===== src/rtl/key_debouncer.sv =====
// Synchronizes and debounces NKEYS raw push-button pins into a clean active-high
// level vector plus registered one-cycle press/release pulses.

module key_debounce_lane #(
    parameter int CNT_BITS        = 20,
    parameter int DEBOUNCE_CYCLES = 500000,
    parameter int ACTIVE_LOW      = 1
) (
    input  logic clk,
    input  logic reset,
    input  logic raw_i,
    output logic key_o,
    output logic press_o,
    output logic release_o,
    output logic pulse_d_o
);
    localparam logic                RST_LVL = logic'(ACTIVE_LOW != 0);
    localparam logic [CNT_BITS-1:0] CNT_MAX = CNT_BITS'(DEBOUNCE_CYCLES - 1);

    logic                s1_q, s2_q, p;
    logic                key_q, key_d;
    logic                press_q, press_d;
    logic                rel_q, rel_d;
    logic [CNT_BITS-1:0] cnt_q, cnt_d;

    // Polarity is normalised after the second sync flop: p = 1 means pressed.
    assign p = RST_LVL ? ~s2_q : s2_q;

    always_comb begin
        key_d   = key_q;
        cnt_d   = '0;
        press_d = 1'b0;
        rel_d   = 1'b0;
        if (p != key_q) begin
            if (cnt_q == CNT_MAX) begin
                key_d   = p;
                press_d = p;
                rel_d   = ~p;
            end else begin
                cnt_d = cnt_q + CNT_BITS'(1);
            end
        end
    end

    always_ff @(posedge clk) begin
        if (reset) begin
            s1_q    <= RST_LVL;
            s2_q    <= RST_LVL;
            key_q   <= 1'b0;
            cnt_q   <= '0;
            press_q <= 1'b0;
            rel_q   <= 1'b0;
        end else begin
            s1_q    <= raw_i;
            s2_q    <= s1_q;
            key_q   <= key_d;
            cnt_q   <= cnt_d;
            press_q <= press_d;
            rel_q   <= rel_d;
        end
    end

    assign key_o     = key_q;
    assign press_o   = press_q;
    assign release_o = rel_q;
    assign pulse_d_o = press_d | rel_d;
endmodule

module key_debouncer #(
    parameter int NKEYS           = 4,
    parameter int CNT_BITS        = 20,
    parameter int DEBOUNCE_CYCLES = 500000,
    parameter int ACTIVE_LOW      = 1
) (
    input  logic             clk,
    input  logic             reset,
    input  logic [NKEYS-1:0] key_raw_i,
    output logic [NKEYS-1:0] keys_o,
    output logic [NKEYS-1:0] key_press_o,
    output logic [NKEYS-1:0] key_release_o,
    output logic             key_changed_o
);
    logic [NKEYS-1:0] pulse_d;
    logic             changed_q;

    for (genvar i = 0; i < NKEYS; i++) begin : g_lane
        key_debounce_lane #(
            .CNT_BITS       (CNT_BITS),
            .DEBOUNCE_CYCLES(DEBOUNCE_CYCLES),
            .ACTIVE_LOW     (ACTIVE_LOW)
        ) u_lane (
            .clk      (clk),
            .reset    (reset),
            .raw_i    (key_raw_i[i]),
            .key_o    (keys_o[i]),
            .press_o  (key_press_o[i]),
            .release_o(key_release_o[i]),
            .pulse_d_o(pulse_d[i])
        );
    end

    // Registered from the lanes' next-state pulses so it aligns with key_press/key_release.
    always_ff @(posedge clk) begin
        if (reset) changed_q <= 1'b0;
        else       changed_q <= |pulse_d;
    end

    assign key_changed_o = changed_q;
endmodule

===== config.mk =====
export PLATFORM = sky130hd
export DESIGN_NAME = key_debouncer
export DESIGN_NICKNAME = d
export VERILOG_FILES = /design/src/rtl/key_debouncer.sv
export SDC_FILE = /design/constraint.sdc
export NUM_CORES = 1
export LEC_CHECK = 0
export ABC_AREA = 1
export BUFFER_PORTS_ARGS = -buffer_cell sky130_fd_sc_hd__buf_4
export CAP_MARGIN = 20
export CORE_ASPECT_RATIO = 2
export CORE_MARGIN = 2
export CORE_UTILIZATION = 25
export DETAILED_ROUTE_END_ITERATION = 10
export PLACE_DENSITY_LB_ADDON = 0.1
export SLEW_MARGIN = 0
export SYNTH_ARGS = -nofsm -noshare
export SYNTH_HDL_FRONTEND = slang
export SYNTH_SLANG_ARGS = --single-unit

===== constraint.sdc =====
create_clock -name clk -period 2.4 [get_ports clk]
set_input_delay 0.36 -clock clk [delete_from_list [all_inputs] [get_ports clk]]
set_output_delay 0.36 -clock clk [all_outputs]
set_load 0.1 [all_outputs]

# --- Word-level counts from Yosys, hierarchy flattened ---
# Index checks and enable logic that the tools add are counted.
totals:
  regBits: 101
  inputBits: 6
  elab_cells: 74
op_classes:
  n_addsub: 4
  eq_ne: 8
  muxes: 16
  bitwise_logic: 12
  reduce_logical: 9
op_table:
  columns: ["op", "count"]
  rows:
  - ["adder 20 x 1 -> 20 bit (second input constant)", 4]
  - ["== test 20 x 19 -> 1 bit (second input constant)", 4]
  - ["two-way mux 1 bit", 16]
  - ["OR reduction 3 bit", 4]
  - ["NOT 1 bit", 8]
  - ["AND reduction 2 bit", 4]
  - ["inequality test 1 bit", 4]
  - ["bitwise OR 1 bit", 4]
  - ["OR reduction 4 bit", 1]

# --- Logic depth before layout (Yosys ltp) ---
# Gate-level depths: netlist of the first run.
logic_depth:
  depth_word: 5
  ltp_mapped: 10
  ltp_nobuf: 10

# --- Hierarchy ---
# A second synthesis of the first run with hierarchy kept.
hier_totals:
  hier_cells: 696
  area_unflattened_um2: 5102.4
modules_own_cells:
  columns: ["module", "instances", "cells_per_inst", "area_per_inst_um2"]
  rows:
  - ["key_debounce_lane", 4, 173, 1267.5]
  - ["key_debouncer", 1, 4, 32.5]

# --- Worst setup path after synthesis of the first run ---
# No wires, ideal clock.
synth_path:
  path_kind: "reg2reg"
  startpoint: "register g_lane[3].u_lane.cnt_q[0]"
  endpoint: "register g_lane[3].u_lane.key_q"
  setup_ns: 0.110
  arrival_time_ns: 1.315
  required_ns: 2.290
  path_slack_ns: 0.975
  path_stages_with_launch: 8
  path_buffers: 0
  period_less_slack_ns: 1.425
  cell_sequence: "dfxtp_1 ha_1 nand3_4 nor2_4 nand3_4 or2_4 nand2_2 nor2_1"
synth_between:
  elab_chain_len: 2
synth_rtl:
  columns: ["item", "line", "source"]
  rows:
  - ["from (decl)", "24", "logic [CNT_BITS-1:0] cnt_q, cnt_d;"]
  - ["from (signal assigned)", "57", "cnt_q <= cnt_d;"]
  - ["== test 20 x 19 -> 1 bit", "35", "if (cnt_q == CNT_MAX) begin"]
  - ["AND reduction 2 bit (no line)", null, null]
  - ["to (signal assigned)", "56", "key_q <= key_d;"]
  - ["to (decl)", "21", "logic key_q, key_d;"]
# No other way between the ends.
# A chain may end at the register's enable or synchronous reset.

# --- Worst setup path in the final report of the first run ---
layout_path:
  startpoint: "register g_lane[2].u_lane.cnt_q[0]"
  endpoint: "register g_lane[2].u_lane.cnt_q[11]"
layout_between:
  elab_chain_len: 2
layout_rtl:
  columns: ["item", "line"]
  rows:
  - ["from (decl)", "24"]
  - ["from (signal assigned)", "57"]
  - ["parallel branches: the longest is 2 deep, another holds adder 20 x 1 -> 20 bit", null]
# Several ways; the timed one is not identified.

==> qor.csv, run 1 <==
stage;metric;value;unit
cells_and_area;layout net count;712;
clock_network;hold-fix buffers at CTS;0;
route;Avg WL per Cell;11.94;µm
synth;main combinational cell family by area after synthesis;simple AND/OR/NAND/NOR gates;
cells_and_area;area of the multi-input gates;2537;µm²
critical_path;arrival time worst endpoint;1890;ps
route;total number of vias;4078;
synth;synthesized instance count;690;
synth;flip-flop and latch count after synthesis;101;
clock_network;TritonCTS clock tree;yes;
synth;mean area per synthesized cell;7.259;µm²
synth;Mapped Area;5009;µm²
die;initial standard-cell utilization of the core;25.39;%
grt;Congestion Overflow GR;0;
route;post-detailed-route DRC marker count;0;
grt;vias in the first global route;4103;
timing;maximum clock rate;606.3;MHz
critical_path;worst reg2reg setup slack;750;ps
synth;net count of the mapped netlist;700;
synth;part of the Yosys area used for sequential elements;40.37;%
route;number of nets with antenna violations after detailed routing;0;
worst_hold_path;class of the tightest hold or removal check;in -> reg;
critical_path;end point of the critical path;g_lane[2].u_lane.cnt_q[11];
placement;HPWL reported at the end of detailed placement;8950;µm
synth;adder-cell area share of the yosys netlist;0.9993;%
critical_path;start point of the critical path;g_lane[2].u_lane.cnt_q[0];
placement;input/output buffers;18;
timing;final period demand of the worst path;1649;ps
synth;Synth Area in Simple Gates;38.70;%
timing;number of failing setup endpoints in the final timing report;0;
clock_network;worst-skew pair later-pin latency;350;ps
die;Horiz. Die Dim;104.1;µm
clock_network;count of buffers added by post-CTS timing repair for setup;0;
run_status;outcome;finished, final reports clean;
die;overall die area;21250;µm²
critical_path;Setup crit start kind;register;
clock_network;number of sinks handled by clock tree synthesis;101;
timing;Setup TNS Final;0;ps
critical_path;critical register-to-register path startpoint;g_lane[2].u_lane.cnt_q[0];
power_and_ir_drop;total power;3.233;mW
critical_path;CP max FO;20;
timing;unrepaired setup endpoints after global routing;false;
timing;transition time at the pin with the least slew margin;587.2;ps
critical_path;Worst Path Class, Setup;reg -> reg;
critical_path;crit path capture type;register;
die;# IOs;19;
clock_network;Clk pin slew, worst setup/hold paths;70;ps
timing;final clock period utilization by the worst path;68.73;%
clock_network;buffers from clock root to sink, at most;2;
clock_network;Inserted Clock Buffers;9;
clock_network;H-tree depth;3;
cells_and_area;growth of design area from synthesis to finish;12.84;%
placement;final weighted congestion in routability-driven placement;0.7804;
die;placement row count;73;
synth;multiplexer share of the synthesized area;0;%
grt;largest net degree at the start of global routing;21;
synth;distinct cell type count of the synthesized netlist;40;
flow_run;Max Cap Viol;0;
cells_and_area;leading cell type in the layout, fill and taps excluded;sky130_fd_sc_hd__nand2_1;
critical_path;worst flop-to-flop path endpoint;g_lane[2].u_lane.cnt_q[11];
synth;Synth Area in Compound Gates;5.371;%
timing;fin worst setup slack;750.6;ps
critical_path;length in cells of the worst reg-to-reg path;7;
power_and_ir_drop;ratio of total power to cell area;572.1;nW/µm²
cells_and_area;commonest non-fill, non-tap cells in the layout;sky130_fd_sc_hd__nand2_1, sky130_fd_sc_hd__nor2_1, sky130_fd_sc_hd__dfxtp_1;
die;Die Y;204.2;µm
power_and_ir_drop;cell leakage power;1.908;nW
placement;pre-CTS worst setup slack;721.7;ps
cells_and_area;number of fillers in the final layout;2197;
route;post-detailed-routing wire length;11570;µm
synth;post-synthesis xor/xnor area fraction;5.596;%
die;Placeable Area;19730;µm²
grt;initial antenna violation count;0;
route;Pre-Repair DR Iteration Count;6;
grt;global-route wire length before repair;19570;µm
route;number of vias per cell;4.208;
cells_and_area;antenna fix cells;0;
route;Iteration-0 DRC Markers;114;
grt;global-route usage over all layers;11.69;%
clock_network;Resized cells post-CTS;0;
synth;number of warnings printed during yosys synthesis;0;
cells_and_area;sequential cell area;2022;µm²
timing;max-slew violation count;0;
critical_path;required time of the critical path;2640;ps
timing;relative max-transition margin;60.50;%
timing;Setup Skew;9.453;ps
clock_network;clock root cell;sky130_fd_sc_hd__clkbuf_16;
cells_and_area;proportion of layout cells with a drive suffix above 1;14.14;%
timing;Hold Violations, Final;0;
power_and_ir_drop;IR Drop Worst-Case VDD;278.9;µV
-- through the flow --
stage / utilization (%) / std cells / instance area [µm²] / hold WS (ps)
2_1_floorplan: - / 690 / 5009 / 389.5
3_3_place_gp: 27.11 / 953 / 5349 / 409.1
3_5_place_dp: 27.11 / 953 / 5349 / 402.3
4_1_cts: 28.65 / 969 / 5652 / 171.8
5_1_grt: 28.65 / 969 / 5652 / 185.3
6_report: 28.65 / 969 / 5652 / 189.7
-- worst min path at each step --
stage / start / to / slack, ps / cells after the start
after floorplan: g_lane[0].u_lane.s1_q / g_lane[0].u_lane.s2_q / 390 / 1
after global placement: g_lane[0].u_lane.s1_q / g_lane[0].u_lane.s2_q / 410 / 1
after detailed placement: g_lane[0].u_lane.s1_q / g_lane[0].u_lane.s2_q / 400 / 1
after CTS: key_raw_i[1] / g_lane[1].u_lane.s1_q / 170 / 2
after global routing: key_raw_i[2] / g_lane[2].u_lane.s1_q / 190 / 2
final: key_raw_i[1] / g_lane[1].u_lane.s1_q / 190 / 2
-- sequential cells by signal (all words and copies together), names as in the netlist --
| signal | cells |
|---|---|
| g_lane.u_lane.cnt_q | 80 |
| g_lane.u_lane.key_o | 4 |
| g_lane.u_lane.press_o | 4 |
| g_lane.u_lane.release_o | 4 |
| g_lane.u_lane.s1_q | 4 |
| g_lane.u_lane.s2_q | 4 |
| key_changed_o | 1 |
-- where the power goes --
| part | total [mW] | internal, mW | switching, mW | leakage [nW] |
|---|---|---|---|---|
| clock network | 1.50 | 0.838 | 0.665 | 0.134 |
| registers | 1.69 | 1.68 | 0.00526 | 0.815 |
| logic | 0.0419 | 0.0163 | 0.0256 | 0.959 |
-- area by class of cell --
| class | instances | share of cell area, % |
|---|---|---|
| clock buffers | 11 | 4.295 |
| clock inverters | 5 | 1.063 |
| inverters | 81 | 5.380 |
| multi-input cells | 488 | 44.90 |
| flip-flops and latches | 101 | 35.78 |
| well taps | 262 | 5.800 |
| repair buffers | 21 | 2.789 |
-- cells by family (layout without fill, tap and decap cells) --
group | Yosys count | count (layout)
buffers and inverters | 101 | 118
AO/OA/AOI/OAI | 49 | 49
adder cells (fa/ha/maj) | 4 | 4
XOR/XNOR | 32 | 32
flip-flops | 101 | 101
AND/OR/NAND/NOR | 403 | 403
-- Yosys cell counts, drive strengths merged --
master	instances	area, µm²
and2	1	6.260
dfxtp	101	2022
nand4	17	127.6
nand3	42	265.3
a31oi	1	6.260
nor3	19	160.2
nor2	133	556.8
nor3b	3	27.52
o211ai	2	25.02
or2	15	96.35
ha	4	50.05
and3	2	12.51
nand2	166	650.6
clkbuf	1	3.750
xor2	21	183.9
xnor2	11	96.34
o21ai	9	45.04
buf	19	141.4
inv	81	304.0
a21oi	37	192.7
nor4	2	12.51
nand3b	3	22.52
-- worst max-delay path, cell delays in order (launching register included) --
cell and delay (ps):
sky130_fd_sc_hd__dfxtp_1 420, sky130_fd_sc_hd__ha_1 280, sky130_fd_sc_hd__nand3_2 130, sky130_fd_sc_hd__inv_2 110
sky130_fd_sc_hd__nand3_2 100, sky130_fd_sc_hd__o211ai_2 140, sky130_fd_sc_hd__buf_4 270, sky130_fd_sc_hd__nor2_1 80
-- routing by layer --
layer	vias to the layer above	part of all wire [%]	track usage, %
met5	-	0	0
met3	17	1.7	1.690
met2	35	57	23.85
met1	1848	39	11.18
li1	2178	-	-
met4	0	2.5	5.454
Power figures use the tool's default switching activity.
==> run 2: changes to the inputs <==
==> constraint.sdc (replaced) <==
create_clock -name clk -period 1.5 [get_ports clk]
set_input_delay 0.225 -clock clk [delete_from_list [all_inputs] [get_ports clk]]
set_output_delay 0.225 -clock clk [all_outputs]
set_load 0.1 [all_outputs]
==> qor.csv, run 2 (same netlist as run 1, synthesis figures left out) <==
stage;metric;value;unit
cells_and_area;post-layout util;30.89;%
critical_path;path length in cells of the critical path;7;
power_and_ir_drop;ratio of total power to cell area;858.0;nW/µm²
placement;final weighted congestion in routability-driven placement;0.7945;
timing;Setup Skew;7.163;ps
critical_path;cell repeated most along the worst path;sky130_fd_sc_hd__nand3_4;
worst_hold_path;class of the tightest hold or removal check;in -> reg;
timing;Setup TNS Final;0;ps
power_and_ir_drop;part of the power in combinational logic;1.8;%
clock_network;H-tree depth;3;
timing;transition time at the pin with the least slew margin;412.7;ps
critical_path;cells along the critical path;ha_2, nand3_4, inv_4, nand3_4, o211ai_4, clkbuf_16, a21oi_1;
power_and_ir_drop;sequential share of power;51.7;%
critical_path;Worst Path Class, Setup;reg -> reg;
grt;met3 track utilization from global routing;1.690;%
clock_network;worst-skew pair later-pin latency;350;ps
power_and_ir_drop;cell leakage power;2.126;nW
route;total number of vias;4278;
flow_run;Max Cap Viol;0;
cells_and_area;growth of design area from synthesis to finish;21.68;%
grt;vias in the first global route;4449;
cells_and_area;max reg flops;80;
grt;largest net degree at the start of global routing;21;
die;initial standard-cell utilization of the core;25.39;%
die;overall die area;21250;µm²
cells_and_area;leading cell type in the layout, fill and taps excluded;sky130_fd_sc_hd__nand2_1;
timing;Hold Violations, Final;0;
grt;global-route wire length before repair;20270;µm
power_and_ir_drop;Switching Fraction;21.13;%
cells_and_area;sequential cell area;2031;µm²
power_and_ir_drop;IR Drop Worst-Case VDD;429.0;µV
critical_path;worst reg2reg setup slack;70;ps
grt;GR Layer Usage met2;24.01;%
cells_and_area;commonest non-fill, non-tap cells in the layout;sky130_fd_sc_hd__nand2_1, sky130_fd_sc_hd__nor2_1, sky130_fd_sc_hd__dfxtp_1;
timing;final clock period utilization by the worst path;95.43;%
timing;number of failing setup endpoints in the final timing report;0;
critical_path;CP max FO;5;
clock_network;Inserted Clock Buffers;9;
power_and_ir_drop;clock group share of total power;46.6;%
grt;global-route usage over all layers;11.90;%
timing;maximum clock rate;698.6;MHz
critical_path;crit-path max cell delay;340;ps
die;Horiz. Die Dim;104.1;µm
die;Placeable Area;19730;µm²
route;post-detailed-route DRC marker count;0;
run_status;outcome;finished, final reports clean;
die;Die Y;204.2;µm
grt;initial antenna violation count;0;
cells_and_area;area of the multi-input gates;2650;µm²
route;number of vias per cell;4.265;
critical_path;sum of buffers and inverters on the critical path;2;
cells_and_area;number of fillers in the final layout;2181;
die;# IOs;19;
cells_and_area;proportion of layout cells with a drive suffix above 1;20.78;%
critical_path;length in cells of the worst reg-to-reg path;7;
route;Avg WL per Cell;12.12;µm
cells_and_area;layout net count;746;
cells_and_area;antenna fix cells;0;
cells_and_area;register with the most flip-flops;g_lane.u_lane.cnt_q;
clock_network;TritonCTS clock tree;yes;
placement;input/output buffers;18;
critical_path;slowest stage cell, crit path;sky130_fd_sc_hd__dfxtp_2;
power_and_ir_drop;total power;5.229;mW
power_and_ir_drop;total net switching power;1.105;mW
route;Pre-Repair DR Iteration Count;4;
route;number of nets with antenna violations after detailed routing;0;
timing;relative max-transition margin;72.29;%
clock_network;clock root cell;sky130_fd_sc_hd__clkbuf_16;
critical_path;cell family with most CP delay;flip-flops;
placement;HPWL reported at the end of detailed placement;9209;µm
critical_path;Setup crit start kind;register;
timing;max-slew violation count;0;
clock_network;number of sinks handled by clock tree synthesis;101;
timing;final period demand of the worst path;1432;ps
critical_path;crit path capture type;register;
critical_path;arrival time worst endpoint;1670;ps
clock_network;hold-fix buffers at CTS;0;
power_and_ir_drop;internal power;4.124;mW
timing;unrepaired setup endpoints after global routing;false;
grt;Congestion Overflow GR;0;
critical_path;required time of the critical path;1730;ps
clock_network;Clk pin slew, worst setup/hold paths;70;ps
clock_network;buffers from clock root to sink, at most;2;
route;Iteration-0 DRC Markers;106;
die;placement row count;73;
timing;final hold slack;59.05;ps
route;post-detailed-routing wire length;12150;µm
grt;peak-usage layer in the global routing report;met2;
worst_hold_path;cell count of the worst hold path;2;
grt;routing usage on met1;11.57;%
[run 2: cell count changes in the layout (fill, tap and decap cells not counted), sizes merged]
cell,before,now
clkinv,0,2
clkinvlp,4,0
buf,21,54
clkbuf,11,14
[run 2: final timing paths]
check,endpoint,startpoint
max,g_lane[2].u_lane.cnt_q[9],g_lane[2].u_lane.cnt_q[1]
max reg2reg,g_lane[2].u_lane.cnt_q[9],g_lane[2].u_lane.cnt_q[1]
min,g_lane[0].u_lane.s1_q,key_raw_i[0]
min reg2reg,g_lane[0].u_lane.s2_q,g_lane[0].u_lane.s1_q
[run 2: cell type report]
| class | count | share of cell area (%) |
|---|---|---|
| Sequential cell | 101 | 33.32 |
| Multi-Input combinational cell | 488 | 43.48 |
| Clock inverter | 3 | 0.7185 |
| Tap cell | 262 | 5.379 |
| Timing Repair Buffer | 55 | 7.801 |
| Clock buffer | 13 | 4.270 |
| Inverter | 81 | 5.030 |
[run 2: routing by layer]
| layer | wire length (µm) | part of all wire [%] |
|---|---|---|
| met5 | 0 | 0 |
| met3 | 216 | 1.8 |
| met4 | 331 | 2.7 |
| met1 | 4674 | 38 |
| met2 | 6929 | 57 |
[run 2: repair_timing]
action,4_1_cts,5_1_grt
setup endpoints to repair,1,53
gates resized for setup,1,31
pin swaps,0,3
gates cloned,0,2
setup buffers,0,2
[run 2: per-stage QoR]
stage | instance area, µm² | setup WS, ps | cells
6_report | 6095 | 68.50 | 1003
3_3_place_gp | 5612 | 33.70 | 983
3_5_place_dp | 5612 | 14.43 | 983
5_1_grt | 6095 | 4.286 | 1003
4_1_cts | 5922 | 6.069 | 999
2_1_floorplan | 5009 | 75.10 | 690
[run 2: power groups by stage]
stage	clock, mW	sequential, mW	combinational (mW)
CTS	2.53	2.70	0.0851
detailed placement	0	2.76	0.0847
floorplan	0	2.76	0.0463
global placement	0	2.76	0.0853
finish	2.44	2.70	0.0924
global route	2.62	2.70	0.103
[run 2: worst register-to-register path: cells and delay by family (launching register included)]
family | cells | cell delay, ps
AND/OR/NAND/NOR | 2 | 190
AO/OA/AOI/OAI | 2 | 310
adder cells (fa/ha/maj) | 1 | 200
buffers and inverters | 2 | 290
flip-flops | 1 | 340
